<file path="src/rtl/adc_scan_apb_master.sv">
// Scans the enabled ADC channels in ascending order over APB; 10 cycles from FIND exit to result_valid at zero wait states.
// Backpressure: a result is held in OUT until result_ready, with the APB bus idle; PREADY stretches each access.
module adc_scan_apb_master #(
  parameter int ADDR_WIDTH = 12,
  parameter int DATA_WIDTH = 32,
  parameter int CH_W = 3,
  parameter int POLL_LIMIT = 255,
  parameter logic [ADDR_WIDTH-1:0] STATUS_ADDR = 'h001,
  parameter logic [ADDR_WIDTH-1:0] MEAS_ADDR = 'h002,
  parameter logic [ADDR_WIDTH-1:0] AMUX_ADDR = 'h101,
  parameter logic [ADDR_WIDTH-1:0] TRIG_ADDR = 'h102
) (
  input  logic                    PCLK,
  input  logic                    PRESETn,
  input  logic                    start,
  input  logic [(2**CH_W)-1:0]    ch_mask,
  output logic                    busy,
  output logic                    done,
  output logic [1:0]              err_code,
  output logic                    result_valid,
  input  logic                    result_ready,
  output logic [CH_W-1:0]         result_ch,
  output logic [DATA_WIDTH-1:0]   result_data,
  output logic                    PSEL,
  output logic                    PENABLE,
  output logic                    PWRITE,
  output logic [ADDR_WIDTH-1:0]   PADDR,
  output logic [DATA_WIDTH-1:0]   PWDATA,
  input  logic [DATA_WIDTH-1:0]   PRDATA,
  input  logic                    PREADY,
  input  logic                    PSLVERR
);

  localparam int NUM_CH = 2**CH_W;
  localparam int PCW = $clog2(POLL_LIMIT + 1);

  typedef enum logic [3:0] {
    S_IDLE, S_FIND, S_WR_AMUX, S_WR_TRIG, S_POLL,
    S_RD_MEAS, S_CLR_TRIG, S_OUT, S_FINISH
  } state_t;

  state_t            state;
  logic [NUM_CH-1:0] pend_mask;
  logic [CH_W-1:0]   cur_ch;
  logic [PCW-1:0]    poll_cnt;
  logic [CH_W-1:0]   low_ch;

  // Lowest pending channel; scanning downward leaves the smallest index last.
  always_comb begin
    low_ch = '0;
    for (int i = NUM_CH - 1; i >= 0; i--) begin
      if (pend_mask[i]) low_ch = CH_W'(i);
    end
  end

  always_ff @(posedge PCLK) begin
    if (!PRESETn) begin
      state        <= S_IDLE;
      pend_mask    <= '0;
      cur_ch       <= '0;
      poll_cnt     <= '0;
      busy         <= 1'b0;
      done         <= 1'b0;
      err_code     <= 2'b00;
      result_valid <= 1'b0;
      result_ch    <= '0;
      result_data  <= '0;
      PSEL         <= 1'b0;
      PENABLE      <= 1'b0;
      PWRITE       <= 1'b0;
      PADDR        <= '0;
      PWDATA       <= '0;
    end else begin
      done <= 1'b0;
      case (state)
        S_IDLE: begin
          if (start) begin
            pend_mask <= ch_mask;
            err_code  <= 2'b00;
            busy      <= 1'b1;
            state     <= S_FIND;
          end
        end

        S_FIND: begin
          if (|pend_mask) begin
            cur_ch            <= low_ch;
            pend_mask[low_ch] <= 1'b0;
            PSEL              <= 1'b1;
            PENABLE           <= 1'b0;
            PWRITE            <= 1'b1;
            PADDR             <= AMUX_ADDR;
            PWDATA            <= DATA_WIDTH'(low_ch);
            state             <= S_WR_AMUX;
          end else begin
            done  <= 1'b1;
            busy  <= 1'b0;
            state <= S_FINISH;
          end
        end

        S_WR_AMUX, S_WR_TRIG, S_POLL, S_RD_MEAS, S_CLR_TRIG: begin
          if (!PENABLE) begin
            PENABLE <= 1'b1;
          end else if (PREADY) begin
            if (PSLVERR) begin
              // Abort: trigger is left set and remaining channels are dropped.
              err_code <= 2'b01;
              PSEL     <= 1'b0;
              PENABLE  <= 1'b0;
              done     <= 1'b1;
              busy     <= 1'b0;
              state    <= S_FINISH;
            end else begin
              PENABLE <= 1'b0;
              case (state)
                S_WR_AMUX: begin
                  PADDR  <= TRIG_ADDR;
                  PWDATA <= DATA_WIDTH'(1);
                  state  <= S_WR_TRIG;
                end
                S_WR_TRIG: begin
                  PWRITE   <= 1'b0;
                  PADDR    <= STATUS_ADDR;
                  PWDATA   <= '0;
                  poll_cnt <= '0;
                  state    <= S_POLL;
                end
                S_POLL: begin
                  if (PRDATA[0]) begin
                    PADDR <= MEAS_ADDR;
                    state <= S_RD_MEAS;
                  end else if (int'(poll_cnt) + 1 >= POLL_LIMIT) begin
                    err_code <= 2'b10;
                    PSEL     <= 1'b0;
                    done     <= 1'b1;
                    busy     <= 1'b0;
                    state    <= S_FINISH;
                  end else begin
                    // PSEL stays high: the next cycle is a fresh SETUP of the same read.
                    poll_cnt <= poll_cnt + PCW'(1);
                  end
                end
                S_RD_MEAS: begin
                  result_data <= PRDATA;
                  result_ch   <= cur_ch;
                  PWRITE      <= 1'b1;
                  PADDR       <= TRIG_ADDR;
                  PWDATA      <= '0;
                  state       <= S_CLR_TRIG;
                end
                default: begin
                  PSEL         <= 1'b0;
                  PWRITE       <= 1'b0;
                  PADDR        <= '0;
                  result_valid <= 1'b1;
                  state        <= S_OUT;
                end
              endcase
            end
          end
        end

        S_OUT: begin
          if (result_ready) begin
            result_valid <= 1'b0;
            state        <= S_FIND;
          end
        end

        S_FINISH: begin
          state <= S_IDLE;
        end

        default: begin
          state <= S_IDLE;
        end
      endcase
    end
  end

endmodule

</file>
<file path="config.mk">
export PLATFORM = sky130hd
export DESIGN_NAME = adc_scan_apb_master
export DESIGN_NICKNAME = d
export VERILOG_FILES = /design/src/rtl/adc_scan_apb_master.sv
export SDC_FILE = /design/constraint.sdc
export NUM_CORES = 1
export LEC_CHECK = 0
export ABC_AREA = 1
export BUFFER_PORTS_ARGS = -buffer_cell sky130_fd_sc_hd__buf_2
export CORE_MARGIN = 10
export CORE_UTILIZATION = 50
export DETAILED_ROUTE_END_ITERATION = 12
export GPL_TIMING_DRIVEN = 0
export PLACE_DENSITY_LB_ADDON = 0.3
export SKIP_LAST_GASP = 1
export SLEW_MARGIN = 20
export SYNTH_ARGS = -nofsm -noshare
export SYNTH_HDL_FRONTEND = slang
export SYNTH_SLANG_ARGS = --single-unit
</file>
<file path="constraint.sdc">
create_clock -name PCLK -period 1.9 [get_ports PCLK]
set_input_delay 0.38 -clock PCLK [delete_from_list [all_inputs] [get_ports PCLK]]
set_output_delay 0.38 -clock PCLK [all_outputs]
set_load 0.02 [all_outputs]
</file>
==> flow_metrics.py <==
metrics = {
    "placed_design": {
        "io_buffers": 94,
        "place.gp.congestion": 0.899,
        "dpl.hpwl_mm": 8.12,
    },
    "global_routing": {
        "top_usage_layer": "met2",
        "first_global_vias": 3538,
        "grt_max_degree": 14,
        "overflow": 0,
        "grt_first_pass_wirelength_mm": 17.1,
        "grtUsageTotal_pct": 18.1,
        "grt_util_met1_pct": 21.5,
        "antenna_found_initial": 0,
        "grt_util_met2_pct": 29.5,
        "grt_use_met3_pct": 7.67,
    },
    "clocking": {
        "clk_latency_ns": 0.34,
        "cts_tree": "done",
        "clock-root-buffer": "clkbuf_8",
        "clockBufferDepth": 2,
        "path_clk_slew_ns": 0.08,
        "cts.sinks": 72,
        "numCtsBuffers": 9,
        "cts_hold_buf": 0,
        "h-tree-depth": 3,
    },
    "layout": {
        "drive_above_1_share_pct": 34.4,
        "antenna_cells": 0,
        "postLayoutCoreUtil_pct": 66.3,
        "nets": 715,
        "area_delta_synth_final_pct": 30.0,
        "final_cell_mix": "nor2_1, buf_2, dfxtp_1",
        "final_common_cell": "nor2_1",
    },
    "pwr": {
        "vdd_drop_max_mv": 0.598,
        "power.total_mw": 5.36,
        "p_leak_nw": 2.46,
        "powerDensity_nw_per_um2": 1120,
    },
    "logic_synthesis": {
        "syn_avg_cell_area_sq_um": 7.17,
        "synth_seq_cells": 72,
        "syn_area_sq_um": 3680,
        "ys_types": 40,
        "netlist_instances": 513,
        "synth_top_area_share_pct": 39.2,
        "ys_seq_area_share_pct": 39.2,
        "yosys_warnings": 0,
        "yosys.area.top_type": "dfxtp_1",
        "ys_top_cells_by_area": "dfxtp_1, nor2_1, buf_4",
    },
    "floorplanning": {
        "core_sq_um": 7210,
        "fp.dieH_microns": 106,
        "num_rows": 31,
        "die_w_microns": 106,
        "dieArea_sq_um": 11200,
        "start_util_pct": 51.0,
        "io_pins": 133,
    },
    "setup_path": {
        "arrival_ns": 2.06,
        "slowest_delay_ns": 0.39,
        "critPathKind": "reg2reg",
        "worstPathCellList": "ha_4 -> nand2_4 -> nor2_4 -> nand2_1 -> nand2_1 -> nand2_2 -> nor2_2 -> nand3_2 -> nand4_1 -> nand3_2 -> nor3_1",
        "crit_slowest_cell": "dfxtp_4",
        "r2r-start": "poll_cnt[1]",
        "worst_setup_path_startpoint": "poll_cnt[1]",
        "cp_max_fo": 5,
        "critPathRequiredTime_ns": 2.15,
        "cp-end-kind": "flip-flop",
        "crit_path_start_kind": "flip-flop",
    },
    "sta": {
        "clock_skew_ns": 0.00473,
        "rsz0062_at_grt": "yes",
        "finalCritPeriodShare_pct": 95.5,
        "setup_viol": 0,
        "tightest_slew_ns": 0.593,
        "hold_viol": 0,
        "relSlewSlack_pct": 60.5,
        "slew_violations": 0,
        "final.min_clock_period_ns": 1.81,
        "max_freq_ghz": 0.551,
        "timing.hold.ws_ns": 0.254,
    },
    "detailed_routing": {
        "viasPerCell": 4.73,
        "drtIter0Drc": 179,
        "antenna_left": 0,
        "routedWlPerCell_microns": 13.7,
        "drc_errors": 0,
        "first_pass_iters": 4,
        "drt-total-wl_mm": 10.6,
        "num_vias": 3647,
    },
    "hold_path": {
        "hp-start": "PRDATA[3]",
        "worstHoldPathType": "in2reg",
    },
    "job": {
        "cap_violations": 0,
    },
    "run_status": {
        "status": "complete, no violations",
    },
}
## flip-flops by register name (all words and copies together) (netlist names)
signal        flops
result_data      32
pend_mask         8
poll_cnt          8
state             4
PADDR             3
PWDATA            3
cur_ch            3
result_ch         3
err_code          2
PENABLE           1
PSEL              1
PWRITE            1
busy              1
done              1
result_valid      1
## path summary, 6_finish.rpt
kind	to	slack, ns	depth (start not counted)
max	done	0.09	11
min	result_data[3]	0.25	3
max reg2reg	done	0.09	11
min reg2reg	result_valid	0.45	2
## area by class of cell
| type | count | area [sq um] |
|---|---|---|
| Sequential cell | 72 | 1450 |
| Clock buffer | 9 | 124 |
| Multi-Input combinational cell | 380 | 1900 |
| Clock inverter | 7 | 71.3 |
| Buffer | 53 | 359 |
| Inverter | 45 | 181 |
| Tap cell | 99 | 124 |
| Timing Repair Buffer | 106 | 573 |
| Fill cell | 673 | 2430 |
## power by group
part	internal (mW)	switching, mW
combinational	0.757	1.57
sequential	1.70	0.132
clock	0.605	0.592
## routing by layer
layer | share of wire [%] | vias to the layer above
li1 | - | 1871
met1 | 42 | 1632
met2 | 48 | 127
met3 | 9.2 | 17
met4 | 1.6 | 0
met5 | 0 | -
## critical path, delay by kind of cell, from the launching register on
| kind | cells | cell delay (ns) |
|---|---|---|
| AND/OR/NAND/NOR | 10 | 1.17 |
| adder cells (fa/ha/maj) | 1 | 0.15 |
| flip-flops | 1 | 0.39 |
## cells by family after synthesis
kind of cell / Yosys count / share of synthesized area, %
AND/OR/NAND/NOR: 240 / 30.5
XOR/XNOR: 2 / 0.476
other: 1 / 0.102
AO/OA/AOI/OAI: 98 / 14.3
buffers and inverters: 98 / 14.7
flip-flops: 72 / 39.2
adder cells (fa/ha/maj): 2 / 0.680
## Yosys cell counts, drive strengths merged
cell,number
o211a,1
inv,43
o211ai,1
a21oi,30
or2,2
clkbuf,10
dfxtp,72
buf,43
o21bai,3
nand3,19
clkinv,2
conb,1
nor2,125
nor4,1
nand4,5
nand2,80
nor3,8
xor2,2
a31oi,2
ha,2
o21ai,61
## per-stage QoR
stage	instances	TNS [ns]	setup slack, ns	instance area (sq um)
2_1_floorplan	550	0	0.149	3820
3_3_place_gp	743	-0.156	-0.0465	4410
3_5_place_dp	743	-0.295	-0.0542	4410
4_1_cts	759	0	0.00394	4610
5_1_grt	771	-0.334	-0.0609	4780
6_report	771	0	0.0859	4780
## timing repair
item	CTS	global route
setup buffers	0	12
setup endpoints to repair	10	27
resized for setup	2	18
pin swaps	0	13
cloned	0	0
Note: power is estimated with default switching activity, not from simulation.
